--- src/rtl/plic_responder.sv ---
// -----------------------------------------------------------------------------
// plic_responder
//   Platform-level interrupt controller target on the MEM-stage PLIC port.
//   Holds per-source priority, pending, enable and busy (gateway) state, a
//   global threshold, and the claim/complete register. It drives one
//   registered machine external interrupt line.
//
// Ports
//   clk           core clock
//   resetn        asynchronous active-low reset
//   plic_addr_i   byte offset into the PLIC window ([1:0] ignored)
//   plic_wdata_i  write data
//   plic_wen_i    write strobe (dropped when plic_ren_i is also high)
//   plic_ren_i    read strobe; data returned on plic_rdata_o next cycle
//   plic_rdata_o  registered read data, 0 in any cycle not following a read
//   irq_src_i     level-sensitive sources, bit k-1 is source ID k
//   ext_irq_o     registered "any source eligible"
//
// Build option
//   PLIC_SRC_SYNC_EN : when defined, each irq_src_i bit passes through a
//                      2-flop synchronizer before the gateway.
// -----------------------------------------------------------------------------
module plic_responder #(
  parameter int NUM_SRC = 8,
  parameter int PRIO_W  = 3
) (
  input  logic               clk,
  input  logic               resetn,
  input  logic [23:0]        plic_addr_i,
  input  logic [31:0]        plic_wdata_i,
  input  logic               plic_wen_i,
  input  logic               plic_ren_i,
  output logic [31:0]        plic_rdata_o,
  input  logic [NUM_SRC-1:0] irq_src_i,
  output logic               ext_irq_o
);

  // Source IDs never exceed 31, so five bits always hold a winner ID.
  localparam int ID_W = 5;

  logic [PRIO_W-1:0]  prio_q [1:NUM_SRC];
  logic [PRIO_W-1:0]  prio_d [1:NUM_SRC];
  logic [NUM_SRC:1]   enable_q, enable_d;
  logic [NUM_SRC:1]   pending_q, pending_d;
  logic [NUM_SRC:1]   busy_q, busy_d;
  logic [PRIO_W-1:0]  thr_q, thr_d;
  logic [31:0]        rdata_q, rdata_d;
  logic               ext_irq_q, ext_irq_d;

  logic [NUM_SRC-1:0] src;
  logic [NUM_SRC:1]   elig;
  logic [NUM_SRC:1]   gw_set;
  logic [ID_W-1:0]    win_id;
  logic [PRIO_W-1:0]  win_prio;
  logic               rd, wr;
  logic               in_prio_pg, is_pend, is_en, is_thr, is_claim;
  logic               unused_addr_lsb;

  assign unused_addr_lsb = ^plic_addr_i[1:0];

`ifdef PLIC_SRC_SYNC_EN
  logic [NUM_SRC-1:0] sync1_q, sync2_q;

  always_ff @(posedge clk or negedge resetn) begin
    if (!resetn) begin
      sync1_q <= '0;
      sync2_q <= '0;
    end else begin
      sync1_q <= irq_src_i;
      sync2_q <= sync1_q;
    end
  end

  assign src = sync2_q;
`else
  assign src = irq_src_i;
`endif

  // Address decode on word offsets.
  assign in_prio_pg = (plic_addr_i[23:12] == 12'h000);
  assign is_pend    = (plic_addr_i[23:2] == 22'h000400);
  assign is_en      = (plic_addr_i[23:2] == 22'h000800);
  assign is_thr     = (plic_addr_i[23:2] == 22'h080000);
  assign is_claim   = (plic_addr_i[23:2] == 22'h080001);

  // A simultaneous read wins; the write is dropped.
  assign rd = plic_ren_i;
  assign wr = plic_wen_i & ~plic_ren_i;

  // Eligibility and winner: strict '>' on priority keeps the lowest ID on ties.
  always_comb begin
    elig     = '0;
    win_id   = '0;
    win_prio = '0;
    for (int k = 1; k <= NUM_SRC; k++) begin
      elig[k] = pending_q[k] & enable_q[k] & (prio_q[k] > thr_q);
      if (elig[k] && ((win_id == '0) || (prio_q[k] > win_prio))) begin
        win_id   = ID_W'(k);
        win_prio = prio_q[k];
      end
    end
  end

  // Read data mux.
  always_comb begin
    rdata_d = '0;
    if (rd) begin
      if (in_prio_pg) begin
        for (int k = 1; k <= NUM_SRC; k++) begin
          if (plic_addr_i[11:2] == 10'(k)) rdata_d = 32'(prio_q[k]);
        end
      end
      if (is_pend)  rdata_d = 32'({pending_q, 1'b0});
      if (is_en)    rdata_d = 32'({enable_q, 1'b0});
      if (is_thr)   rdata_d = 32'(thr_q);
      if (is_claim) rdata_d = 32'(win_id);
    end
  end

  // Register writes, gateway, claim and complete.
  always_comb begin
    prio_d   = prio_q;
    enable_d = enable_q;
    thr_d    = thr_q;

    // Gateway: an idle source with its input high becomes pending and busy.
    gw_set    = src & ~busy_q;
    pending_d = pending_q | gw_set;
    busy_d    = busy_q | gw_set;

    if (wr) begin
      if (in_prio_pg) begin
        for (int k = 1; k <= NUM_SRC; k++) begin
          if (plic_addr_i[11:2] == 10'(k)) prio_d[k] = plic_wdata_i[PRIO_W-1:0];
        end
      end
      if (is_en)  enable_d = plic_wdata_i[NUM_SRC:1];
      if (is_thr) thr_d    = plic_wdata_i[PRIO_W-1:0];
      // Complete: only IDs 1..NUM_SRC release their gateway.
      if (is_claim) begin
        for (int k = 1; k <= NUM_SRC; k++) begin
          if (plic_wdata_i == 32'(k)) busy_d[k] = 1'b0;
        end
      end
    end

    // Claim clears the winner's pending bit; busy stays set until complete.
    if (rd && is_claim) begin
      for (int k = 1; k <= NUM_SRC; k++) begin
        if (win_id == ID_W'(k)) pending_d[k] = 1'b0;
      end
    end

    ext_irq_d = |elig;
  end

  always_ff @(posedge clk or negedge resetn) begin
    if (!resetn) begin
      for (int k = 1; k <= NUM_SRC; k++) prio_q[k] <= '0;
      enable_q  <= '0;
      pending_q <= '0;
      busy_q    <= '0;
      thr_q     <= '0;
      rdata_q   <= '0;
      ext_irq_q <= 1'b0;
    end else begin
      for (int k = 1; k <= NUM_SRC; k++) prio_q[k] <= prio_d[k];
      enable_q  <= enable_d;
      pending_q <= pending_d;
      busy_q    <= busy_d;
      thr_q     <= thr_d;
      rdata_q   <= rdata_d;
      ext_irq_q <= ext_irq_d;
    end
  end

  assign plic_rdata_o = rdata_q;
  assign ext_irq_o    = ext_irq_q;

endmodule

--- config.mk ---
export PLATFORM = sky130hd
export DESIGN_NAME = plic_responder
export DESIGN_NICKNAME = d
export VERILOG_FILES = /design/src/rtl/plic_responder.sv
export SDC_FILE = /design/constraint.sdc
export NUM_CORES = 1
export LEC_CHECK = 0
export CAP_MARGIN = 5
export CORE_UTILIZATION = 55
export DETAILED_ROUTE_END_ITERATION = 10
export PLACE_DENSITY_LB_ADDON = 0.1
export SLEW_MARGIN = 5
export SYNTH_ARGS = -nofsm -noshare
export SYNTH_HDL_FRONTEND = slang
export SYNTH_SLANG_ARGS = --single-unit
export TNS_END_PERCENT = 50
--- constraint.sdc ---
create_clock -name clk -period 16.15 [get_ports clk]
set_input_delay 1.615 -clock clk [delete_from_list [all_inputs] [get_ports clk]]
set_output_delay 1.615 -clock clk [all_outputs]
set_load 0.005 [all_outputs]
==> run_results.csv, run 1 <==
group,metric,value,unit
sta,worst_slack,4.46,ns
global_routing,antenna_found_initial,0,
flow_run,cap_violations,0,
sta,rsz0062_at_grt,"false",
detailed_routing,routed_wl,12200,µm
floorplan,start_util,57.5,%
place,place.gp.congestion,0.861,
sta,period_minus_slack,11.69,ns
setup_path,cp-end-kind,"flip-flop",
floorplan,io_pins,101,
synth,synth.top_cell.area_share,34.0,%
global_routing,grt_pass1_vias,3969,
global_routing,grt_use_total,30.3,%
detailed_routing,vias_per_cell,6.03,
synth,synthCells,485,
synth,yosys.area.top_type,"dfrtp_1",
setup_path,crit_slowest_cell,"or3b_2",
sta,holdWs,0.510,ns
finish,syn_to_final_growth,20.9,%
clock_network,clock_latency,0.35,ns
synth,ys.flop_type,"dfrtp_1",
synth,syn_area,4490,µm²
synth,synth_cell_types,57,
place,hpwl,9550,µm
synth,yosysWarningCount,0,
setup_path,max_stage_delay,0.53,ns
floorplan,die-width,92.4,µm
detailed_routing,ant_nets,0,
global_routing,grt_pass1_wl,19800,µm
sta,skew,0.0141,ns
synth,synthTopCellsByArea,"dfrtp_1, ha_1, mux2_2",
synth,yosysMostFrequentCell,"dfrtp_1",
synth,synth_area_per_cell,9.26,µm²
sta,slew-limit-headroom,39.8,%
synth,ys_seq_elements,61,
clock_network,cts_sinks,61,
floorplan,coreArea,7810,µm²
clock_network,holdBufCountCts,0,
setup_path,cp.arrival,11.91,ns
synth,synth_edf_count,0,
clock_network,ctsRootBufferMaster,"clkbuf_8",
clock_network,cts_setup_buffers,0,
clock_network,clkTransAtPathRegs,0.08,ns
detailed_routing,vias,4040,
clock_network,cts_buffer_depth,2,
finish,antenna_cells,0,
sta,slew_violations,0,
finish,nFillCells,643,
finish,drive_gt1_share,11.4,%
floorplan,die_y,92.4,µm
clock_network,cts_resized,0,
detailed_routing,drtIter0Drc,289,
pwr,powerDensity,57.7,nW/µm²
pwr,peakVddDrop,0.0000535,V
detailed_routing,drt_first_pass_iters,5,
detailed_routing,drc,0,
synth,ys_seq_area_share,34.0,%
place,pre_cts_slack,4.59,ns
setup_path,start_kind,"flip-flop",
sta,finalSetupViolCount,0,
clock_network,h-tree-depth,3,
outcome,status,"finished, final reports clean",
setup_path,path_class,"flip-flop to flip-flop",
worst_hold_path,hold_path.class,"flip-flop to flip-flop",
detailed_routing,wl_per_cell,18.2,µm
synth,synth_commonest_cells,"dfrtp_1, ha_1, nand2_1",
finish,final_cells,670,
finish,final_nets,674,
setup_path,critPathRequiredTime,16.37,ns
setup_path,cp_common_cell,"ha_1",
finish,utilization,69.6,%
clock_network,cts_tree,"yes",
pwr,leakage,0.00248,µW
setup_path,cp_max_fo,10,
sta,final.period_utilization,72.4,%
clock_network,numCtsBuffers,9,
sta,tightest_slew,0.901,ns
place,place.port_buffers,75,
sta,tns,0,ns
sta,fmax,0.0855,GHz
global_routing,grt_start_max_net_pins,62,
global_routing,grt-ovfl-total,0,
sta,final-hold-violation-count,0,
place,placedCellCount,654,
floorplan,row_count,32,
floorplan,dieArea,8530,µm²
synth,async_flop_share,100,%
## final timing paths
kind,slack (ns),end,cells after the start,startpoint
worst max-delay path,4.46,pending_q[1]$_DFF_PN0_,55,thr_q[1]$_DFFE_PN0P_
worst min-delay path,0.51,busy_q[1]$_DFF_PN0_,1,busy_q[1]$_DFF_PN0_
worst max register to register,4.46,pending_q[1]$_DFF_PN0_,55,thr_q[1]$_DFFE_PN0P_
worst min register to register,0.51,busy_q[1]$_DFF_PN0_,1,busy_q[1]$_DFF_PN0_
max in group asynchronous,14.20,enable_q[6]$_DFFE_PN0P_,2,resetn
min in group asynchronous,1.43,prio_q[23]$_DFFE_PN0P_,2,resetn
## layout make-up
cell class	instances	area, µm²	area share [%]
clock buffers	9	124	2.28
clock inverters	7	50.0	0.922
inverters	33	124	2.28
multi-input cells	381	2720	50.0
flip-flops and latches	61	1530	28.1
well taps	102	128	2.35
repair buffers	77	761	14.0
## per-stage QoR
step | power, µW | area (µm²)
after floorplan | 171 | 4580
after global placement | 191 | 5260
after detailed placement | 192 | 5260
after CTS | 314 | 5430
after global routing | 325 | 5430
final | 313 | 5430
## kinds of logic after synthesis
group	Yosys count	synth area share [%]
AOI/OAI and AO/OA	128	20.4
other	1	0.0835
DFF	61	34.0
adders and majority gates	43	12.0
buffers and inverters	65	7.38
muxes	37	9.33
and+or+nand+nor	150	16.9
## state kept, by name, summed over array words and instances, names as in the netlist
register and count:
ext_irq_o 1, enable_q 8, pending_q 8, plic_rdata_o 9, thr_q 3, busy_q 8, prio_q 24
## layer usage
metal	vias up	routed length [µm]	global-route usage, %
met5	-	0	0
met4	0	223	8.72
met3	23	829	6.32
met2	142	5810	49.4
met1	1968	5320	40.5
li1	1907	-	-
## cell usage in the layout (no fill, tap or decap), types with 8 or more instances in the layout
master / count
nand3_1: 10
conb_1: 23
a31oi_1: 12
nor2_1: 36
and2_1: 8
o21ai_0: 19
nor2b_1: 13
inv_1: 33
nor4_1: 11
clkdlybuf4s50_1: 74
a21oi_1: 27
ha_1: 43
clkbuf_8: 9
nand2_1: 39
dfrtp_1: 61
mux2_2: 31
a21o_1: 8
a22oi_1: 9
## where the power goes
part | switching [µW] | internal [µW]
Combinational | 14.8 | 17.2
Clock | 68.0 | 56.1
Sequential | 2.38 | 155
## worst max-delay path: cells and delay by family, from the launching register on
family,cells,cell delay (ns)
flip-flops,1,0.38
AO/OA/AOI/OAI,27,4.90
multiplexers,3,1.10
adder cells (fa/ha/maj),8,1.98
buffers and inverters,4,0.68
AND/OR/NAND/NOR,13,2.49
(Power assumes the default switching activity.)
==> run 2, diff against run 1 <==
--- a/config.mk
+++ b/config.mk
@@ -6,7 +6,7 @@
 export NUM_CORES = 1
 export LEC_CHECK = 0
 export CAP_MARGIN = 5
-export CORE_UTILIZATION = 55
+export CORE_UTILIZATION = 51
 export DETAILED_ROUTE_END_ITERATION = 10
 export PLACE_DENSITY_LB_ADDON = 0.1
 export SLEW_MARGIN = 5
==> constraint.sdc (replaced) <==
create_clock -name clk -period 11.45 [get_ports clk]
set_input_delay 1.145 -clock clk [delete_from_list [all_inputs] [get_ports clk]]
set_output_delay 1.145 -clock clk [all_outputs]
set_load 0.005 [all_outputs]
==> run_results.csv, run 2 (synthesized netlist as in run 1, its figures left out) <==
group,metric,value,unit
sta,fmax,0.0934,GHz
finish,final_nets,681,
detailed_routing,vias_per_cell,5.84,
place,post_dp_cell_area,5300,µm²
finish,final_area,5550,µm²
floorplan,row_count,33,
finish,final_cell_mix,"clkdlybuf4s50_1, dfrtp_1, ha_1",
setup_path,crit_start,"prio_q[22]$_DFFE_PN0P_",
pwr,p_total,473,µW
setup_path,cp_common_cell,"ha_1",
detailed_routing,drc,0,
setup_path,cp-end-kind,"flip-flop",
flow_run,cap_violations,0,
sta,finalSetupViolCount,0,
detailed_routing,drtIter0Drc,215,
finish,drive_gt1_share,13.0,%
setup_path,cp_max_fo,10,
sta,skew,0.0108,ns
finish,antenna_cells,0,
setup_path,max_stage_delay,0.51,ns
clock_network,numCtsBuffers,9,
floorplan,die_y,95.9,µm
worst_hold_path,min_path_cells,1,
global_routing,grt-ovfl-total,0,
floorplan,start_util,53.6,%
sta,tightest_slew,0.771,ns
setup_path,path_class,"flip-flop to flip-flop",
place,hpwl,9530,µm
detailed_routing,routed_wl,12000,µm
worst_hold_path,hold_path.class,"flip-flop to flip-flop",
sta,slew_violations,0,
floorplan,die-width,95.9,µm
clock_network,cts_buffer_depth,2,
setup_path,critPathRequiredTime,11.67,ns
global_routing,grt_pass1_wl,19100,µm
worst_hold_path,min_from,"busy_q[1]$_DFF_PN0_",
clock_network,cts_sinks,61,
detailed_routing,wl_per_cell,17.7,µm
setup_path,r2r-start,"prio_q[22]$_DFFE_PN0P_",
clock_network,h-tree-depth,3,
setup_path,r2r_end,"pending_q[1]$_DFF_PN0_",
place,place.port_buffers,75,
sta,slew-limit-headroom,48.6,%
setup_path,worst-r2r-cell-count,55,
sta,period_minus_slack,10.71,ns
sta,tns,0,ns
setup_path,cp.arrival,10.94,ns
setup_path,start_kind,"flip-flop",
global_routing,grt_start_max_net_pins,62,
finish,layout_commonest_cell,"clkdlybuf4s50_1",
pwr,peakVddDrop,0.0000695,V
clock_network,ctsRootBufferMaster,"clkbuf_8",
detailed_routing,vias,3971,
sta,final-hold-violation-count,0,
finish,largest_reg_flops,24,
floorplan,dieArea,9190,µm²
global_routing,antenna_found_initial,0,
clock_network,clkTransAtPathRegs,0.07,ns
detailed_routing,ant_nets,0,
place,place.gp.congestion,0.867,
clock_network,cts_tree,"yes",
setup_path,regToRegSetupSlack,0.74,ns
outcome,status,"finished, final reports clean",
clock_network,holdBufCountCts,0,
pwr,leakage,0.00254,µW
global_routing,grt_pass1_vias,3821,
detailed_routing,drt_first_pass_iters,5,
finish,syn_to_final_growth,23.4,%
setup_path,crit_slowest_cell,"or3b_2",
finish,top_register,"prio_q",
pwr,powerDensity,85.2,nW/µm²
floorplan,coreArea,8380,µm²
sta,rsz0062_at_grt,"false",
sta,final.period_utilization,93.6,%
worst_hold_path,holdPathEnd,"busy_q[1]$_DFF_PN0_",
clock_network,clock_latency,0.35,ns
floorplan,io_pins,101,
global_routing,grt_use_total,27.8,%
run 2: changes by cell type in the layout (fill, tap and decap cells not counted), moves of 2 or more:
| cell | previous run | this run |
|---|---|---|
| buf_4 | 2 | 9 |
| clkbuf_8 | 9 | 12 |
| clkinv_4 | 3 | 0 |
| clkinv_2 | 3 | 1 |
run 2: what timing repair did:
| action | CTS | global route |
|---|---|---|
| gates resized for setup | 0 | 6 |
| setup endpoints to repair | 0 | 12 |
| buffers inserted | 0 | 2 |
run 2: stage by stage:
stage                     hold slack (ns)  util, %  setup WS (ns)  cells
after CTS                           0.509     65.7          0.218    678
after global routing                0.530     66.2         0.0521    680
after detailed placement            0.493     63.2          0.264    662
after global placement              0.481     63.2          0.398    662
final                               0.507     66.2          0.738    680
after floorplan                     0.471        -           1.04    507
run 2: worst max path at each step:
stage,end,cells after the start
6_report,pending_q[1]$_DFF_PN0_,55
5_1_grt,pending_q[1]$_DFF_PN0_,56
4_1_cts,pending_q[1]$_DFF_PN0_,56
3_5_place_dp,pending_q[1]$_DFF_PN0_,56
3_3_place_gp,pending_q[1]$_DFF_PN0_,56
2_1_floorplan,pending_q[1]$_DFF_PN0_,56
run 2: final cells by class:
| cell class | instances | area, µm² |
|---|---|---|
| Inverter | 33 | 124 |
| Timing Repair Buffer | 84 | 813 |
| Clock buffer | 13 | 169 |
| Clock inverter | 3 | 42.5 |
| Tap cell | 105 | 131 |
| Sequential cell | 61 | 1530 |
| Multi-Input combinational cell | 381 | 2740 |
| Fill cell | 704 | 2840 |
run 2: power by group:
part	total [µW]	internal (µW)	switching, µW
Combinational	45.0	24.3	20.6
Clock	207	118	88.7
Sequential	221	218	2.78
Total	473	361	112
run 2: routing by layer:
layer  GRT usage [%]  vias to the layer above  routed length (µm)
li1                -                     1916                   -
met1            36.8                     1906                5320
met2            46.3                      128                5860
met3            5.45                       21                 669
met4            7.46                        0                 197
met5               0                        -                   0
run 2: worst max-delay path, delay by kind of cell (launching register included):
family,cells,cell delay (ns)
adders and majority gates,8,2.23
DFF,1,0.49
AOI/OAI and AO/OA,26,3.76
muxes,3,1.05
buffers and inverters,4,0.53
and+or+nand+nor,14,2.53
